==> src/rtl/uart_cmd_sequencer.sv <==
// uart_cmd_sequencer
//   Sits between the UART RX/TX FIFOs and the 0-9999 counter. Each byte
//   popped from the RX FIFO is echoed to the TX FIFO. The byte may also
//   toggle run or mode, or pulse clear. A status byte sends a report: the
//   count captured at pop time, as four ASCII decimal digits plus CR LF.
//   Debounced button pulses are OR-merged with the UART commands.
//
// Ports
//   clk, rst            clock; asynchronous active-low reset
//   rx_empty, rx_data   RX FIFO status / head byte
//   rx_pop              pop strobe to RX FIFO
//   tx_full             TX FIFO full
//   tx_push, tx_data    push strobe and byte to TX FIFO
//   count               live counter value (14 bits)
//   btn_run/clear/mode  debounced one-cycle button pulses
//   o_run, o_mode       counter enable / direction levels
//   o_clear             one-cycle counter clear pulse
//   busy                high whenever the sequencer is not idle
module uart_cmd_sequencer #(
  parameter bit          ECHO_EN  = 1'b1,
  parameter logic [7:0]  CMD_RUN  = 8'h64,
  parameter logic [7:0]  CMD_CLR  = 8'h72,
  parameter logic [7:0]  CMD_MODE = 8'h6d,
  parameter logic [7:0]  CMD_STAT = 8'h73,
  parameter logic [13:0] CNT_MAX  = 14'd9999
) (
  input  logic        clk,
  input  logic        rst,
  input  logic        rx_empty,
  input  logic [7:0]  rx_data,
  output logic        rx_pop,
  input  logic        tx_full,
  output logic        tx_push,
  output logic [7:0]  tx_data,
  input  logic [13:0] count,
  input  logic        btn_run,
  input  logic        btn_clear,
  input  logic        btn_mode,
  output logic        o_run,
  output logic        o_clear,
  output logic        o_mode,
  output logic        busy
);

  typedef enum logic [1:0] {
    S_IDLE   = 2'd0,
    S_ECHO   = 2'd1,
    S_CONV   = 2'd2,
    S_REPORT = 2'd3
  } state_t;

  state_t      state_q, state_d;
  logic [7:0]  cmd_q, cmd_d;
  logic [13:0] snap_q, snap_d;   // binary snapshot, shifted out during CONV
  logic [15:0] bcd_q, bcd_d;     // d3..d0 after conversion
  logic [3:0]  step_q, step_d;   // conversion step 0..13
  logic [2:0]  idx_q, idx_d;     // report byte index 0..5
  logic        o_run_q, o_mode_q, o_clear_q;

  logic        pop_s;
  logic        push_s;
  logic        run_tgl_s;
  logic        mode_tgl_s;
  logic        clr_pulse_s;
  logic [29:0] conv_s;
  logic [3:0]  digit_s;
  logic [7:0]  report_byte_s;
  logic [7:0]  tx_data_s;

  // One shift-add-3 step on {bcd, binary}: correct every BCD digit that is
  // 5 or more, then shift the whole vector left by one.
  function automatic logic [29:0] dd_step(input logic [29:0] v);
    logic [29:0] t;
    t = v;
    for (int i = 0; i < 4; i++) begin
      if (t[14 + 4*i +: 4] >= 4'd5) begin
        t[14 + 4*i +: 4] = t[14 + 4*i +: 4] + 4'd3;
      end else begin
        t[14 + 4*i +: 4] = t[14 + 4*i +: 4];
      end
    end
    return {t[28:0], 1'b0};
  endfunction

  // The pop and push strobes follow the current FIFO flags in the same cycle.
  // This way a pop never meets an empty RX FIFO and a push never meets a
  // full TX FIFO.
  assign pop_s  = rst & (state_q == S_IDLE) & ~rx_empty;
  assign push_s = ((state_q == S_ECHO) | (state_q == S_REPORT)) & ~tx_full;

  // UART commands and buttons of the same kind merge into one event.
  assign run_tgl_s   = btn_run   | (pop_s & (rx_data == CMD_RUN));
  assign mode_tgl_s  = btn_mode  | (pop_s & (rx_data == CMD_MODE));
  assign clr_pulse_s = btn_clear | (pop_s & (rx_data == CMD_CLR));

  assign conv_s = dd_step({bcd_q, snap_q});

  // Select the BCD digit for the current report position.
  always_comb begin
    digit_s = 4'd0;
    case (idx_q)
      3'd0:    digit_s = bcd_q[15:12];
      3'd1:    digit_s = bcd_q[11:8];
      3'd2:    digit_s = bcd_q[7:4];
      3'd3:    digit_s = bcd_q[3:0];
      default: digit_s = 4'd0;
    endcase
  end

  // Build the report byte: four ASCII digits, then CR, then LF.
  always_comb begin
    report_byte_s = 8'h00;
    case (idx_q)
      3'd0, 3'd1, 3'd2, 3'd3: report_byte_s = 8'h30 + {4'd0, digit_s};
      3'd4:                   report_byte_s = 8'h0D;
      3'd5:                   report_byte_s = 8'h0A;
      default:                report_byte_s = 8'h00;
    endcase
  end

  // Choose the TX byte by state; the bus stays at zero when nothing is sent.
  always_comb begin
    tx_data_s = 8'h00;
    if (state_q == S_ECHO) begin
      tx_data_s = cmd_q;
    end else if (state_q == S_REPORT) begin
      tx_data_s = report_byte_s;
    end else begin
      tx_data_s = 8'h00;
    end
  end

  // Next-state logic for the sequencer and its datapath registers.
  always_comb begin
    state_d = state_q;
    cmd_d   = cmd_q;
    snap_d  = snap_q;
    bcd_d   = bcd_q;
    step_d  = step_q;
    idx_d   = idx_q;
    case (state_q)
      S_IDLE: begin
        if (pop_s) begin
          cmd_d  = rx_data;
          snap_d = (count > CNT_MAX) ? CNT_MAX : count;
          bcd_d  = 16'd0;
          step_d = 4'd0;
          idx_d  = 3'd0;
          if (ECHO_EN) begin
            state_d = S_ECHO;
          end else if (rx_data == CMD_STAT) begin
            state_d = S_CONV;
          end else begin
            state_d = S_IDLE;
          end
        end else begin
          state_d = S_IDLE;
        end
      end
      S_ECHO: begin
        if (push_s) begin
          state_d = (cmd_q == CMD_STAT) ? S_CONV : S_IDLE;
        end else begin
          state_d = S_ECHO;
        end
      end
      S_CONV: begin
        {bcd_d, snap_d} = conv_s;
        step_d          = step_q + 4'd1;
        if (step_q == 4'd13) begin
          state_d = S_REPORT;
        end else begin
          state_d = S_CONV;
        end
      end
      S_REPORT: begin
        if (push_s) begin
          if (idx_q == 3'd5) begin
            idx_d   = 3'd0;
            state_d = S_IDLE;
          end else begin
            idx_d   = idx_q + 3'd1;
            state_d = S_REPORT;
          end
        end else begin
          state_d = S_REPORT;
        end
      end
      default: state_d = S_IDLE;
    endcase
  end

  // State, datapath and control-output registers.
  always_ff @(posedge clk or negedge rst) begin
    if (!rst) begin
      state_q   <= S_IDLE;
      cmd_q     <= 8'h00;
      snap_q    <= 14'd0;
      bcd_q     <= 16'd0;
      step_q    <= 4'd0;
      idx_q     <= 3'd0;
      o_run_q   <= 1'b0;
      o_mode_q  <= 1'b0;
      o_clear_q <= 1'b0;
    end else begin
      state_q   <= state_d;
      cmd_q     <= cmd_d;
      snap_q    <= snap_d;
      bcd_q     <= bcd_d;
      step_q    <= step_d;
      idx_q     <= idx_d;
      o_run_q   <= o_run_q ^ run_tgl_s;
      o_mode_q  <= o_mode_q ^ mode_tgl_s;
      o_clear_q <= clr_pulse_s;
    end
  end

  assign rx_pop  = pop_s;
  assign tx_push = push_s;
  assign tx_data = tx_data_s;
  assign o_run   = o_run_q;
  assign o_mode  = o_mode_q;
  assign o_clear = o_clear_q;
  assign busy    = (state_q != S_IDLE);

endmodule

==> config.mk <==
export PLATFORM = sky130hd
export DESIGN_NAME = uart_cmd_sequencer
export DESIGN_NICKNAME = d
export VERILOG_FILES = /design/src/rtl/uart_cmd_sequencer.sv
export SDC_FILE = /design/constraint.sdc
export NUM_CORES = 1
export LEC_CHECK = 0
export CAP_MARGIN = 25
export CORE_MARGIN = 2
export CORE_UTILIZATION = 54
export CTS_BUF_LIST = sky130_fd_sc_hd__clkbuf_8 sky130_fd_sc_hd__clkbuf_16
export DETAILED_ROUTE_END_ITERATION = 10
export PLACE_DENSITY = 0.91
export SLEW_MARGIN = 20
export SYNTH_ARGS = -nofsm -noshare
export SYNTH_HDL_FRONTEND = slang
export SYNTH_SLANG_ARGS = --single-unit
==> constraint.sdc <==
create_clock -name clk -period 2.5 [get_ports clk]
set_input_delay 0.5 -clock clk [delete_from_list [all_inputs] [get_ports clk]]
set_output_delay 0.5 -clock clk [all_outputs]
set_load 0.02 [all_outputs]
======== After elaboration in Yosys (flattened, before gate mapping) ========
Index checks and enable logic that the tools add are counted.
W data, S select, Z words.
storage, ports and cells
  word-level logic and storage cells ...... 85
  register bits ........................... 50
  input port bits ......................... 29
cells by class
  reductions and logical operators ........ 9
  $lt $le $gt $ge ......................... 5
  mux-type cells .......................... 26
  eq/ne operators ......................... 15
  bitwise gates (word level) .............. 14
  add/subtract/negate cells ............... 7
operators by type and width
  operator                count
  $eq A8 B7 Y1 const B    4
  $pmux W16 S2            1
  $mux W14                2
  $pmux W14 S2            1
  $pmux W7 S3             1
  $ge A4 B3 Y1 const B    4
  $mux W16                1
  $mux W4                 4
  $mux W8                 2
  $pmux W4 S4             1
  $gt A14 B14 Y1 const B  1
  $add A4 B2 Y4 const B   3
  $mux W3                 4
  $mux W2                 4
  $pmux W2 S4             1
  $pmux W4 S2             1
  $add A6 B4 Y7 const A   1
  $and A1 B1 Y1           6
  $eq A3 B2 Y1 const B    2
  $eq A3 B3 Y1 const B    2
  $pmux W3 S2             1
  $reduce_bool A2 Y1      3
  $add A4 B1 Y4 const B   1
  $eq A2 B2 Y1 const B    2
  other kinds (15)        23

======== Longest topological paths before layout ========
Gate-level depths: netlist of the first run.
  word-level depth ........................ 6
  depth in mapped cells ................... 7

======== Least setup slack after synthesis of the first run ========
OpenSTA, ideal clock, no wires.
  path type ............................... register to output
  from .................................... register idx_q[0]
  to ...................................... output tx_data[2]
  arrival time ............................ 1.527 ns
  buffers on the path ..................... 0
  stages on the path, launching flop included .. 5
  slack ................................... 0.473 ns
  cell sequence ........................... dfrtp_1 > and2_1 > ha_1 > o211ai_1 > o32ai_1
between the ends
  word-level cells in the longest chain between the ends .. 6
ends and longest elaborated chain
  item                                        RTL line  text
  start: declaration                          57        logic [2:0] idx_q, idx_d;
  start signal: assignment                    211       idx_q <= idx_d;
  $eq A3 B2 Y1, or another cell as far along  101, 113
  $pmux W4 S4                                 101       case (idx_q)
  $add A6 B4 Y7                               114       3'd0, 3'd1, 3'd2, 3'd3: report_byte_s = 8'h30 + {4'd0, digit_s};
  $pmux W7 S3 *                               113       case (idx_q)
  $mux W8 *                                   126       end else if (state_q == S_REPORT) begin
  $mux W8 *                                   124       if (state_q == S_ECHO) begin
  end: declaration                            34        output logic [7:0] tx_data,
Every way passes the cells marked *; elsewhere a longest branch is shown, timed or not.

======== Worst setup path after layout of the first run ========
  from .................................... register state_q[0]
  to ...................................... output tx_data[7]
between the ends
  word-level cells in the longest chain between the ends .. 2
ends and longest elaborated chain
  item                      RTL line  text
  start: declaration        52        state_t state_q, state_d;
  start signal: assignment  206       state_q <= state_d;
  $eq A2 B1 Y1              124
  $mux W8                   124
Every way passes these cells.

==> impl_metrics.tcl, run 1 <==
set metrics [dict create \
    rsz0062_at_grt "no" \
    area_growth_pct 23.2 \
    synth.distinct_cells 49 \
    num_rows 26 \
    firstDrtPassIters 5 \
    worst_pin_slew_ns 0.954 \
    fin_area_mm2 0.00343 \
    crit_chain "buf_4, nor2b_1, and2_1, clkdlybuf4s50_1" \
    synth_area_leaders "dfrtp_1, nand2_1, ha_1" \
    viasPerCell 5.82 \
    antenna_found_initial 0 \
    start_util_pct 55.1 \
    totalWireLength_um 6620 \
    multiInputGateArea_mm2 0.00139 \
    dpl_cell_area_mm2 0.00330 \
    clkSlewWorstSetupHoldPaths_ns 0.10 \
    crit_type "reg2out" \
    drv_cap 0 \
    min_period_ns 2.39 \
    fin_ws_ns 0.114 \
    synth_nets 340 \
    arrival_ns 1.89 \
    grt_max_degree 51 \
    die_h_um 75.8 \
    pre_cts_ws_ns -0.111 \
    h-tree-depth 2 \
    crit_start "state_q[0]" \
    clockBufferDepth 2 \
    fp.dieArea_mm2 0.00574 \
    grt_pass1_wl_um 10300 \
    p_sw_mw 0.532 \
    p_seq_share_pct 47.8 \
    cts_tree "done" \
    setup_viol 0 \
    comb_power_share_pct 18.1 \
    r2r_start "state_q[1]" \
    final_common_cell "nand2_1" \
    p_per_area_mw_per_mm2 585 \
    fin_crit_sh_pct 95.4 \
    cp.required_ns 2.00 \
    vias 2421 \
    netlist_instances 300 \
    path_buf_inv 2 \
    yosysTopAreaCell "dfrtp_1" \
    final_antenna_net_count 0 \
    async_flop_share_pct 100 \
    synthesis.area_mm2 0.00278 \
    diodes 0 \
    syn_avg_cell_area_um2 9.27 \
    p_leak_nw 1.51 \
    port_buffers 42 \
    max_slew_margin_pct 36.4 \
    root_buffer "clkbuf_8" \
    dpl.hpwl_um 4750 \
    timing.fmax_ghz 0.419 \
    dieWidth_um 75.8 \
    yosysSeqAreaShare_pct 45.0 \
    max-vdd-ir-drop_mv 0.418 \
    final_cell_mix "nand2_1, dfrtp_1, clkdlybuf4s50_1" \
    start_kind "register" \
    wire_per_inst_um 15.9 \
    swShare_pct 26.5 \
    path_max_fanout 8 \
    finClkSkew_ns 0.00385 \
    drt_iter0_markers 231 \
    cts_buffers 5 \
    synth_edf_count 0 \
    hp-class "in2async" \
    drc 0 \
    clock_sinks 50 \
    drive_gt1_share_pct 9.25 \
    drv_slew 0 \
    gp_congestion 0.891 \
    grt_pass1_vias 2274 \
    grt_overflow_total 0 \
    total_power_mw 2.01 \
    synthFlopType "dfrtp_1" \
    nNetsFinal 385 \
    power.internal_mw 1.47 \
    worstSetupEndpointType "output port" \
    cp_slowest_cell "clkdlybuf4s50_1" \
    max_stage_delay_ns 0.60 \
    grt_usage_pct 23.8 \
    nFillCells 394 \
    finalHoldViolCount 0 \
    core_area_mm2 0.00504 \
    ios 43 \
    synth_warnings 0 \
    insertion_delay_ns 0.30 \
    netlist.area_leader.share_pct 45.0 \
    post_cts_buffers 0 \
    pwr-share-clk_pct 34.1 \
    outcome "complete, no violations" \
    crit_family "buffers and inverters" \
    ys_ff_latch 50 \
    seq_area_mm2 0.00125 \
]
[area by class of cell]
type	count	area share (%)
inverter	14	1.53
tap	70	2.56
sequential	50	36.5
timing repair buffer	54	14.8
clock buffer	5	2.01
multi-input combinational	220	40.6
clock inverter	3	2.01
[logic make-up after synthesis]
| logic type | after synthesis | share of synthesized area [%] |
|---|---|---|
| xor gates and xnor gates | 9 | 2.84 |
| adders and majority gates | 11 | 4.95 |
| AOI/OAI and AO/OA | 73 | 17.9 |
| buffers and inverters | 30 | 5.09 |
| muxes | 7 | 2.66 |
| and+or+nand+nor | 120 | 21.6 |
| DFF | 50 | 45.0 |
[sequential cells by signal (all words and copies together) (netlist names)]
signal   count
o_clear      1
o_mode       1
o_run        1
step_q       4
state_q      2
cmd_q        8
bcd_q       16
idx_q        3
snap_q      14
[layer usage]
layer / routed length [µm] / GRT usage, % / part of all wire (%) / up-vias
met5: 0 / 0 / 0 / -
met4: 125 / 7.41 / 1.9 / 0
met3: 278 / 3.84 / 4.2 / 13
met2: 3350 / 39.9 / 51 / 80
met1: 2870 / 31.8 / 43 / 1165
li1: - / - / - / 1163
[Yosys cell counts (2+ instances only)]
library cell and instances:
nand2_1 51, dfrtp_1 50, o21ai_0 22, nand3_1 20, inv_1 13, ha_1 11
nor2_1 11, a21oi_1 10, o31ai_1 9, a22oi_1 7, clkbuf_1 7, xnor2_1 6
a221o_1 5, and3_1 5, buf_2 5, nand2b_1 5, a32o_1 4, mux2i_1 4
nor2b_1 4, a31oi_1 3, and2_1 3, buf_6 3, mux2_2 3, nand3b_1 3
nor3_1 3, nor4_1 3, xor2_1 3, a211oi_1 2, a41oi_1 2, nand4_1 2
o211ai_1 2, or2_2 2
[per-stage QoR]
stage          util, %  TNS (ns)  cells  hold WS [ns]
5_1_grt           67.9         0    416         0.412
3_3_place_gp      65.4   -0.0630    408         0.452
4_1_cts           67.9         0    416         0.391
2_1_floorplan        -         0    300         0.204
6_report          67.9         0    416         0.355
3_5_place_dp      65.4    -0.111    408         0.466
[power by group through the flow]
stage	Sequential (mW)	Clock [mW]	Combinational, mW
floorplan	0.978	0	0.181
global placement	0.970	0	0.358
detailed placement	0.972	0	0.369
CTS	0.958	0.687	0.364
global route	0.968	0.714	0.394
finish	0.959	0.683	0.363
[final timing paths]
check	slack [ns]	end	cells after the start
max in group asynchronous	1.71	bcd_q[4]	2
worst max-delay path	0.11	tx_data[7]	4
worst max register to register	0.51	bcd_q[10]	4
worst min register to register	0.48	o_mode	1
min in group clk	0.48	o_mode	1
worst min-delay path	0.35	bcd_q[13]	2
[timing repair]
item / 4_1_cts / 5_1_grt
hold buffers: 0 / 0
endpoints found under the hold margin: 0 / 0
endpoints found under the setup margin: 7 / 3
gates cloned: 0 / 0
gates resized for setup: 7 / 5
Note: power is estimated with default switching activity, not from simulation.
==> inputs of run 2 (changes only) <==
- CORE_UTILIZATION: 54 -> 49
- PLACE_DENSITY: 0.91 -> 0.88
- clock period: 2.5 -> 2 ns (I/O delays scaled with it)
==> run 2 against run 1 <==
  * The flow now finishes with violations (setup timing)
  * Combinational power grew 31%
  * Sequential share of layout area shrank 2.2 points
  * Critical path depth grew 2
  * Sequential power grew 25%
  * Clock power grew 12%
  * Utilization shrank 1.8 points
  * Design area grew 6.4%
  * Non-clock buffer count grew 24
  * Clock-buffer cell count grew 1
  * Via count grew 5.4%
  * Total power grew 22%
==> impl_metrics.tcl, run 2 (synthesis gave the netlist of run 1 again) <==
set metrics [dict create \
    outcome "finished, violations left" \
    violations "setup timing" \
    diodes 0 \
    fin_ws_ns -0.0533 \
    setup_viol 6 \
    drv_slew 0 \
    max-vdd-ir-drop_mv 0.588 \
    wire_per_inst_um 16.4 \
    start_util_pct 50.5 \
    totalWireLength_um 7240 \
    final_antenna_net_count 0 \
    nFillCells 424 \
    gp_congestion 0.870 \
    core_area_mm2 0.00551 \
    hp-class "in2async" \
    finalHoldViolCount 0 \
    start_kind "register" \
    grt_usage_pct 23.7 \
    finClkSkew_ns 0.00825 \
    reg2reg_slack_ns 0.07 \
    drt_iter0_markers 236 \
    clock_sinks 50 \
    cp.required_ns 1.60 \
    cts_tree "done" \
    path_max_fanout 11 \
    die_h_um 79.3 \
    final_core_util_pct 66.2 \
    p_leak_nw 1.66 \
    nNetsFinal 409 \
    rsz0062_at_grt "yes" \
    reg2regPathDepth 6 \
    dpl.hpwl_um 4930 \
    largest_reg_flops 16 \
    firstDrtPassIters 4 \
    clockBufferDepth 2 \
    vias 2551 \
    viasPerCell 5.77 \
    fin_area_mm2 0.00364 \
    dpl_cell_area_mm2 0.00345 \
    arrival_ns 1.65 \
    antenna_found_initial 0 \
    ios 43 \
    fp.dieArea_mm2 0.00629 \
    p_per_area_mw_per_mm2 670 \
    min_period_ns 2.05 \
    drv_cap 0 \
    dieWidth_um 79.3 \
    crit_start "idx_q[1]" \
    top_regs "bcd_q: 16 flops, snap_q: 14 flops, cmd_q: 8 flops" \
    r2r_start "state_q[1]" \
    crit_type "reg2out" \
    worst_pin_slew_ns 0.629 \
    grt_pass1_vias 2568 \
    clkSlewWorstSetupHoldPaths_ns 0.10 \
    max_slew_margin_pct 58.1 \
    grt_max_degree 51 \
    drc 0 \
    fin_crit_sh_pct 103 \
    cts_buffers 5 \
    h-tree-depth 2 \
    grt_pass1_wl_um 11700 \
    hold_buffers 0 \
    holdWs_ns 0.243 \
    final_common_cell "dfrtp_1" \
    drive_gt1_share_pct 19.5 \
    insertion_delay_ns 0.31 \
    largest-register "bcd_q" \
    num_rows 27 \
    timing.fmax_ghz 0.487 \
    final_cell_mix "dfrtp_1, nand2_1, buf_4" \
    root_buffer "clkbuf_8" \
    worstSetupEndpointType "output port" \
    area_growth_pct 31.1 \
    grt_overflow_total 0 \
    port_buffers 42 \
]
-- run 2: cell types whose count changed in the layout (fill, tap and decap cells not counted), moves of 2 or more --
cell	previous run	this run
buf_4	11	35
buf_6	0	5
clkdlybuf4s50_1	34	30
buf_2	1	3
dlygate4sd2_1	5	3
nand2_1	51	49
nand2_2	0	2
nor2_1	11	9
nor2_2	1	3
-- run 2: final cells by class --
cell class	instances	area (µm²)	share of cell area, %
clock buffer	6	82.6	2.27
clock inverter	2	38.8	1.06
inverter	14	52.6	1.44
multi-input combinational	220	1440	39.4
sequential	50	1250	34.3
tap	72	90.1	2.47
timing repair buffer	78	693	19.0
-- run 2: timing repair --
item	in CTS	in global routing
setup endpoints to repair	10	8
resized for setup	47	9
pin swaps	4	4
buffers inserted	1	3
-- run 2: worst paths after layout --
check | to
worst max register to register | snap_q[4]
worst min-delay path | bcd_q[11]
worst max-delay path | tx_data[1]
worst min register to register | o_run
min in group clk | o_run
max in group asynchronous | cmd_q[2]
-- run 2: through the flow --
step | cells | power (mW) | setup TNS, ns | setup WS (ns)
final | 442 | 2.44 | -0.155 | -0.0533
after global routing | 442 | 2.54 | -0.500 | -0.114
after CTS | 439 | 2.44 | -0.0647 | -0.0320
after detailed placement | 430 | 1.69 | -5.32 | -0.432
after global placement | 430 | 1.67 | -3.59 | -0.365
after floorplan | 300 | 1.45 | 0 | 0.0727
-- run 2: report_power, final --
| group | switching [mW] | leakage (nW) | internal (mW) |
|---|---|---|---|
| Combinational | 0.241 | 0.944 | 0.234 |
| Clock | 0.351 | 0.0618 | 0.412 |
| Sequential | 0.0791 | 0.652 | 1.12 |
| Total | 0.672 | 1.66 | 1.77 |
-- run 2: layer usage --
| metal | vias to the layer above | wire length, µm | global-route usage [%] |
|---|---|---|---|
| li1 | 1211 | - | - |
| met1 | 1251 | 3040 | 30.2 |
| met2 | 73 | 3700 | 40.4 |
| met3 | 16 | 320 | 3.64 |
| met4 | 0 | 176 | 9.48 |
| met5 | - | 0 | 0 |
-- run 2: worst max-delay path, cell delays in order (launching register included) --
cell and delay, ns:
dfrtp_1 0.41, buf_6 0.15, nand2b_4 0.16, nor2_2 0.18, a21oi_1 0.08, a31oi_1 0.19, buf_4 0.18
==> inputs of run 3 (changes only) <==
- CTS_BUF_LIST: sky130_fd_sc_hd__clkbuf_8 sky130_fd_sc_hd__clkbuf_16 -> not set
- GPL_ROUTABILITY_DRIVEN: not set -> 0
==> results of run 3 <==
The final DEF is identical to that of run 2; final timing and power are the same.
